[config.mk]
export PLATFORM = sky130hd
export DESIGN_NAME = serial_deframer
export DESIGN_NICKNAME = d
export VERILOG_FILES = /design/src/rtl/uart_rx_pkg.sv /design/src/rtl/serial_shift_reg.sv /design/src/rtl/serial_deframer.sv
export SDC_FILE = /design/constraint.sdc
export NUM_CORES = 1
export LEC_CHECK = 0
export CAP_MARGIN = 0
export CORE_ASPECT_RATIO = 1.2
export CORE_MARGIN = 3
export CORE_UTILIZATION = 25
export DETAILED_ROUTE_END_ITERATION = 7
export PLACE_DENSITY = 0.4
export RECOVER_POWER = 50
export SLEW_MARGIN = 20
export SYNTH_ARGS = -nofsm -noshare
export SYNTH_HDL_FRONTEND = slang
export SYNTH_SLANG_ARGS = --single-unit
export TNS_END_PERCENT = 10
[constraint.sdc]
create_clock -name clock -period 3.95 [get_ports clock]
set_input_delay 0.79 -clock clock [delete_from_list [all_inputs] [get_ports clock]]
set_output_delay 0.79 -clock clock [all_outputs]
set_load 0.05 [all_outputs]
[src/rtl/uart_rx_pkg.sv]
// Shared types, default constants and helpers for the serial deframer.
// Optional feature macro used elsewhere: PARITY_CHECK_EN.
package uart_rx_pkg;

  typedef enum logic {HUNT, LOCKED} rx_state_t;

  localparam int              DEF_WORD_SIZE    = 27;
  localparam int              DEF_SYNC_BITS    = 8;
  localparam logic [7:0]      DEF_SYNC_PATTERN = 8'hA5;

  // True when the word holds an even number of ones. Callers zero-extend
  // narrower words, which leaves the ones count unchanged.
  function automatic logic even_parity_ok(input logic [63:0] word);
    return ~(^word);
  endfunction

endpackage

[src/rtl/serial_shift_reg.sv]
// MSB-first serial shift register with a saturating fill counter.
// sr_next is the word including the bit arriving this cycle; full says that
// word is made entirely of bits received since reset.
module serial_shift_reg
  import uart_rx_pkg::*;
#(
  parameter int WORD_SIZE = DEF_WORD_SIZE
) (
  input  logic                 clock,
  input  logic                 reset,
  input  logic                 serial_in,
  output logic [WORD_SIZE-1:0] sr_next,
  output logic                 full
);

  localparam int            CW   = $clog2(WORD_SIZE + 1);
  localparam logic [CW-1:0] SAT  = CW'(WORD_SIZE);
  localparam logic [CW-1:0] LAST = CW'(WORD_SIZE - 1);

  logic [WORD_SIZE-1:0] sr_q, sr_d;
  logic [CW-1:0]        bits_seen_q, bits_seen_d;

  // Shift in the new bit and count fill up to saturation.
  always_comb begin
    sr_d        = {sr_q[WORD_SIZE-2:0], serial_in};
    bits_seen_d = (bits_seen_q == SAT) ? bits_seen_q : bits_seen_q + CW'(1);
  end

  assign sr_next = sr_d;
  assign full    = (bits_seen_q >= LAST);

  // Shift register and fill counter state.
  always_ff @(posedge clock or posedge reset) begin
    if (reset) begin
      sr_q        <= '0;
      bits_seen_q <= '0;
    end else begin
      sr_q        <= sr_d;
      bits_seen_q <= bits_seen_d;
    end
  end

endmodule

[src/rtl/serial_deframer.sv]
// Serial word deframer: hunts for the sync header, then tracks word
// boundaries with a down-counter and strobes out each payload.
// Define PARITY_CHECK_EN to enable even-parity checking of accepted words.
//
// state  | meaning
// HUNT   | no alignment; test every bit position once the register is full
// LOCKED | aligned; test the header only when bit_counter reaches zero
module serial_deframer
  import uart_rx_pkg::*;
#(
  parameter int                   WORD_SIZE    = DEF_WORD_SIZE,
  parameter int                   SYNC_BITS    = DEF_SYNC_BITS,
  parameter logic [SYNC_BITS-1:0] SYNC_PATTERN = DEF_SYNC_PATTERN
) (
  input  logic                           clock,
  input  logic                           reset,
  input  logic                           serialIn,
  output logic [WORD_SIZE-SYNC_BITS-1:0] data_out,
  output logic                           data_valid,
  output logic                           locked,
  output logic                           sync_error,
  output logic                           parity_error
);

  localparam int            PW       = WORD_SIZE - SYNC_BITS;
  localparam int            CW       = $clog2(WORD_SIZE);
  localparam logic [CW-1:0] CNT_LOAD = CW'(WORD_SIZE - 1);

  logic [WORD_SIZE-1:0] sr_next;
  logic                 full;
  logic                 header_ok;
  logic                 accept;

  rx_state_t     state_q, state_d;
  logic [CW-1:0] cnt_q, cnt_d;
  logic [PW-1:0] data_q, data_d;
  logic          valid_q, valid_d;
  logic          locked_q, locked_d;
  logic          sync_err_q, sync_err_d;
`ifdef PARITY_CHECK_EN
  logic          par_err_q, par_err_d;
  logic          parity_ok;
`endif

  serial_shift_reg #(.WORD_SIZE(WORD_SIZE)) u_shift (
    .clock    (clock),
    .reset    (reset),
    .serial_in(serialIn),
    .sr_next  (sr_next),
    .full     (full)
  );

  assign header_ok = (sr_next[WORD_SIZE-1 -: SYNC_BITS] == SYNC_PATTERN);
`ifdef PARITY_CHECK_EN
  assign parity_ok = even_parity_ok(64'(sr_next));
`endif

  // Alignment FSM: decide on acceptance, loss of lock and output strobes.
  always_comb begin
    state_d    = state_q;
    cnt_d      = cnt_q;
    data_d     = data_q;
    valid_d    = 1'b0;
    locked_d   = locked_q;
    sync_err_d = 1'b0;
    accept     = 1'b0;
`ifdef PARITY_CHECK_EN
    par_err_d  = 1'b0;
`endif
    case (state_q)
      HUNT: begin
        if (full && header_ok) accept = 1'b1;
      end
      LOCKED: begin
        cnt_d = cnt_q - CW'(1);
        if (cnt_q == '0) begin
          if (header_ok) begin
            accept = 1'b1;
          end else begin
            sync_err_d = 1'b1;
            locked_d   = 1'b0;
            cnt_d      = CNT_LOAD;
            state_d    = HUNT;
          end
        end
      end
    endcase
    if (accept) begin
      state_d  = LOCKED;
      locked_d = 1'b1;
      cnt_d    = CNT_LOAD;
`ifdef PARITY_CHECK_EN
      // A parity failure keeps alignment but withholds the payload.
      if (parity_ok) begin
        valid_d = 1'b1;
        data_d  = sr_next[PW-1:0];
      end else begin
        par_err_d = 1'b1;
      end
`else
      valid_d = 1'b1;
      data_d  = sr_next[PW-1:0];
`endif
    end
  end

  // FSM state, boundary counter and registered outputs.
  always_ff @(posedge clock or posedge reset) begin
    if (reset) begin
      state_q    <= HUNT;
      cnt_q      <= CNT_LOAD;
      data_q     <= '0;
      valid_q    <= 1'b0;
      locked_q   <= 1'b0;
      sync_err_q <= 1'b0;
    end else begin
      state_q    <= state_d;
      cnt_q      <= cnt_d;
      data_q     <= data_d;
      valid_q    <= valid_d;
      locked_q   <= locked_d;
      sync_err_q <= sync_err_d;
    end
  end

`ifdef PARITY_CHECK_EN
  // Parity error strobe.
  always_ff @(posedge clock or posedge reset) begin
    if (reset) par_err_q <= 1'b0;
    else       par_err_q <= par_err_d;
  end
  assign parity_error = par_err_q;
`else
  assign parity_error = 1'b0;
`endif

  assign data_out   = data_q;
  assign data_valid = valid_q;
  assign locked     = locked_q;
  assign sync_error = sync_err_q;

endmodule
# Word-level counts from Yosys, hierarchy flattened
# Cells that the tools add are included.
[op_classes]
mux = 19
shift = 0
n_lt_le_gt_ge = 1
n_reduce_logical = 5
n_bitwise = 1
div_mod_pow = 0
add_sub_neg = 2
multipliers = 0
n_eq_ne = 3
[ops]
columns = ["operator", "count"]
rows = [
  ["two-way mux 5 bit", 4],
  ["two-way mux 1 bit", 14],
  ["equality test 8 bit (second input constant)", 1],
  ["adder 5 x 1 -> 5 bit (second input constant)", 1],
  ["equality test 5 bit (second input constant)", 1],
  [">= comparator 5 bit (second input constant)", 1],
  ["logical NOT 5 bit", 1],
  ["subtractor 5 x 1 -> 5 bit (second input constant)", 1],
  ["nonzero test 2 bit", 2],
  ["AND reduction 3 bit", 1],
  ["inequality test 2 x 1 -> 1 bit (second input constant)", 1],
  ["one-hot mux 1 bit (2 select lines)", 1],
  ["logical AND 1 bit", 1],
  ["inverter 1 bit", 1],
]
[totals]
mem_count = 0
romBits = 0
reg_bits = 59
in_bits = 3
ramBits = 0
latch_bits = 0
wordCells = 39
output_inout_bits = 23

# Longest topological paths before layout
[logic_depth]
ltp_word = 6
ltp_mapped = 7

# Cells and area by module
# Synthesis repeated with hierarchy kept, for this count alone.
[unflattened]
cells_unflattened = 134
area_unflattened_um2 = 2087.0
[by_module_without_submodules]
columns = ["mod", "cells_per_inst", "area_per_inst_um2", "instances", "seq_area_each_um2"]
rows = [
  ["serial_deframer", 87, 1181.1, 1, 704.4],
  ["serial_shift_reg", 47, 905.9, 1, 775.7],
]

# Worst setup path after synthesis
# Ideal clock, no wire load.
[synth_path]
path_kind = "register -> register"
from = "reg cnt_q[0]"
to = "reg data_q[10] (netlist: data_out[10])"
arrival_ns = 1.584
path_buffers = 1
setup_time_ns = 0.125
path_stages_with_launch = 8
synth_period_minus_slack_ns = 1.709
path_slack_ns = 2.241
path_cell_list = "dfrtp_1 -> inv_1 -> ha_1 -> nor4b_4 -> nand2_2 -> a21oi_2 -> buf_6 -> mux2_4"
[synth_via]
elab_chain_len = 3
[synth_rtl]
columns = ["element", "line", "source"]
rows = [
  ["start: declaration", "serial_deframer.sv:35", "logic [CW-1:0] cnt_q, cnt_d;"],
  ["start signal: assignment", "serial_deframer.sv:118", "cnt_q <= cnt_d;"],
  ["logical NOT 5 bit", "serial_deframer.sv:76", "if (cnt_q == '0) begin"],
  ["two-way mux 1 bit", "serial_deframer.sv:76", ""],
  ["one-hot mux 1 bit (2 select lines)", "serial_deframer.sv:70", "case (state_q)"],
  ["end signal: assignment", "serial_deframer.sv:119", "data_q <= data_d;"],
  ["end: declaration", "serial_deframer.sv:36", "logic [PW-1:0] data_q, data_d;"],
]
# Every way passes these cells.
# A chain may end at the register's enable or synchronous reset.

==> flow_metrics.env <==
export IMPL_peakVddDrop_uv=176.0
export IMPL_nets=174
export IMPL_tightest_slew_ps=1447
export IMPL_critPathLaunchType="input port"
export IMPL_synth_top_area_cell="dfrtp_1"
export IMPL_clk_latency_ps=320
export IMPL_dp_slack_ps=1804
export IMPL_syn_area_um2=2138
export IMPL_path_clk_slew_ps=60
export IMPL_die_width_um=90.43
export IMPL_grt_use_total_pct=8.619
export IMPL_ys_warn_count=0
export IMPL_vias_per_cell=4.146
export IMPL_ys_top_cells_by_area="dfrtp_1 66%, mux2_4 13%, dfstp_2 3.7%"
export IMPL_rsz0062_at_grt="false"
export IMPL_first_global_vias=1305
export IMPL_drv_slew=0
export IMPL_timing_final_crit_period_ps=2328
export IMPL_worstPathCellList="dlygate4sd3_1 -> inv_1 -> buf_4"
export IMPL_cpMaxStageDelayCell="inv_1"
export IMPL_p_sw_share_pct=23.94
export IMPL_synth_seq_cells=59
export IMPL_numCtsBuffers=9
export IMPL_synth_cell_types=27
export IMPL_powerDensity_nw_per_um2=497.0
export IMPL_routed_wl_mm=3.709
export IMPL_slew_headroom_pct=3.414
export IMPL_worstPathRequired_ps=4450
export IMPL_fp_coreArea_um2=8243
export IMPL_finalWorstSetupSlack_ps=1622
export IMPL_vias=1190
export IMPL_synth_top_cell_area_share_pct=65.54
export IMPL_leakage_uw=0.001184
export IMPL_overflow=0
export IMPL_clkPwrFrac_pct=41.9
export IMPL_synth_fp_nets=140
export IMPL_min_period_over_period_pct=58.94
export IMPL_fin_tns_setup_ps=0
export IMPL_cts_buffer_depth=2
export IMPL_fp_dieH_um=107.3
export IMPL_post_cts_setup_buffers=0
export IMPL_rows=36
export IMPL_worst_clock_skew_ps=4.217
export IMPL_drc=0
export IMPL_io_pin_count=26
export IMPL_cts_sinks=59
export IMPL_path_max_fanout=39
export IMPL_route_detailed_wl_per_inst_um=12.92
export IMPL_arrival_ps=2830
export IMPL_comb_power_share_pct=9.4
export IMPL_hold_path_class="register to register"
export IMPL_drive_gt1_share_pct=25.43
export IMPL_drt_pre_antenna_iters=5
export IMPL_sequentialPowerShare_pct=48.7
export IMPL_switchingPower_uw=321.7
export IMPL_postRouteAntennaNets=0
export IMPL_grt_start_max_net_pins=40
export IMPL_cpPeakStageDelay_ps=1040
export IMPL_postCtsHoldBufs=0
export IMPL_gp_congestion=0.6859
export IMPL_maxCapViolCount=0
export IMPL_p_int_uw=1022
export IMPL_end_kind="asynchronous set/reset pin"
export IMPL_grt_pass1_wl_mm=6.506
export IMPL_cts_htree_levels=3
export IMPL_root_buffer="clkbuf_8"
export IMPL_area_growth_pct=26.45
export IMPL_antenna_found_initial=0
export IMPL_ff_latch_area_um2=1480
export IMPL_cts_tree="built"
export IMPL_fmax_mhz=429.5
export IMPL_io_buffers=24
export IMPL_setup_viol=0
export IMPL_final_util_pct=32.80
export IMPL_placed_cell_area_um2=2506
export IMPL_ys_seq_area_share_pct=69.22
export IMPL_final_cells=287
export IMPL_criticalPathCategory="input port to asynchronous set/reset pin"
export IMPL_status="finished clean"
export IMPL_drt_iter0_drc=80
export IMPL_fillers=815
export IMPL_synthCells=134
export IMPL_post_cts_resize_count=0
export IMPL_finalHoldViolations=0
export IMPL_placed_cells_incl_taps=271
export IMPL_dp_hpwl_mm=2.422
export IMPL_start_util_pct=25.94
export IMPL_die_area_um2=9704
export IMPL_multi_input_area_um2=590.6
export IMPL_synth_area_per_cell_um2=15.96
export IMPL_diodes=0
export IMPL_finalInstanceArea_um2=2704
stage by stage:
step | power, uW | hold WS [ps]
4_1_cts | 1370 | 366.7
5_1_grt | 1409 | 366.2
6_report | 1344 | 369.8
3_3_place_gp | 795.6 | 356.8
2_1_floorplan | 754.6 | 346.4
3_5_place_dp | 798.1 | 361.2
worst max-delay path: cells and delay by family:
| kind | cells | cell delay (ps) |
|---|---|---|
| buffers and inverters | 3 | 2030 |
flip-flops by register name, summed over array words and instances (netlist names):
signal / cells
cnt_q: 5
data_valid: 1
data_out: 19
u_shift.bits_seen_q: 5
locked: 1
state_q: 1
u_shift.sr_q: 26
sync_error: 1
cell usage after synthesis:
cell type,number
a21oi_1,3
a21oi_2,1
a31oi_1,2
a32oi_1,1
and4bb_2,2
buf_4,1
buf_6,2
conb_1,1
dfrtp_1,56
dfstp_2,3
ha_1,3
inv_1,6
mux2_4,19
nand2_1,8
nand2_2,1
nand2b_1,1
nand3_1,3
nand4_1,1
nor2_1,5
nor3_1,1
nor4b_4,1
o21ai_0,4
o221ai_1,1
o311a_1,1
o31ai_1,3
or4b_1,1
xnor2_1,3
placed cells by master (no fill, tap or decap):
cell type and n:
ha_1 3, nand4_1 1, bufinv_16 1, clkinv_2 2, dfstp_2 3, o21ai_0 4
xnor2_1 3, o221ai_1 1, a21oi_1 3, o31ai_1 3, a31oi_1 2, a32oi_1 1
conb_1 1, nand3_1 3, clkinvlp_4 1, clkdlybuf4s50_1 22, nor4b_1 1, nor2_1 5
nand2_1 8, or4b_1 1, inv_1 6, nand2_2 1, and4bb_2 2, dlygate4sd3_1 2
dfrtp_1 56, o311a_1 1, a21oi_2 1, mux2_4 19, buf_4 2, nor3_1 1
clkbuf_8 12, nand2b_1 1
cells by family (layout without fill, tap and decap cells):
| group | after synthesis | in the layout | synth area share (%) |
|---|---|---|---|
| fa+ha+maj | 3 | 3 | 1.756 |
| compound gates | 16 | 16 | 4.974 |
| simple gates | 24 | 24 | 6.846 |
| xor+xnor | 3 | 3 | 1.229 |
| other cells | 1 | 1 | 0.1754 |
| mux | 19 | 19 | 13.34 |
| flops | 59 | 59 | 69.22 |
| buf+inv | 9 | 48 | 2.458 |
layer usage:
| layer | track usage [%] | up-vias | routed length, um |
|---|---|---|---|
| met5 | 0 | - | 0 |
| li1 | - | 532 | - |
| met4 | 5.252 | 0 | 93 |
| met2 | 12.23 | 32 | 1677 |
| met3 | 2.937 | 11 | 193 |
| met1 | 11.31 | 615 | 1744 |
power by group through the flow:
stage / clock network, uW / registers [uW] / logic (uW)
after floorplan: 0 / 708 / 47.1
after global placement: 0 / 666 / 130
after CTS: 581 / 656 / 132
after detailed placement: 0 / 666 / 132
final: 563 / 655 / 126
after global routing: 616 / 659 / 135
path summary, 6_finish.rpt:
path	startpoint	end	slack, ps	cells after the start
max	reset	locked	1620	3
min	u_shift.sr_q[22]	u_shift.sr_q[23]	370	0
max reg2reg	cnt_q[0]	data_out[2]	1760	7
min reg2reg	u_shift.sr_q[22]	u_shift.sr_q[23]	370	0
max in group clock	data_out[5]	data_out[5]	1620	1
min in group asynchronous	reset	u_shift.sr_q[9]	1350	2
layout make-up:
| class | count | share of cell area [%] |
|---|---|---|
| tap | 114 | 5.275 |
| clock inverter | 4 | 1.758 |
| timing repair buffer | 26 | 9.440 |
| inverter | 6 | 0.8329 |
| multi-input combinational | 66 | 21.84 |
| sequential | 59 | 54.74 |
| clock buffer | 12 | 6.108 |
Note: power is estimated with default switching activity, not from simulation.
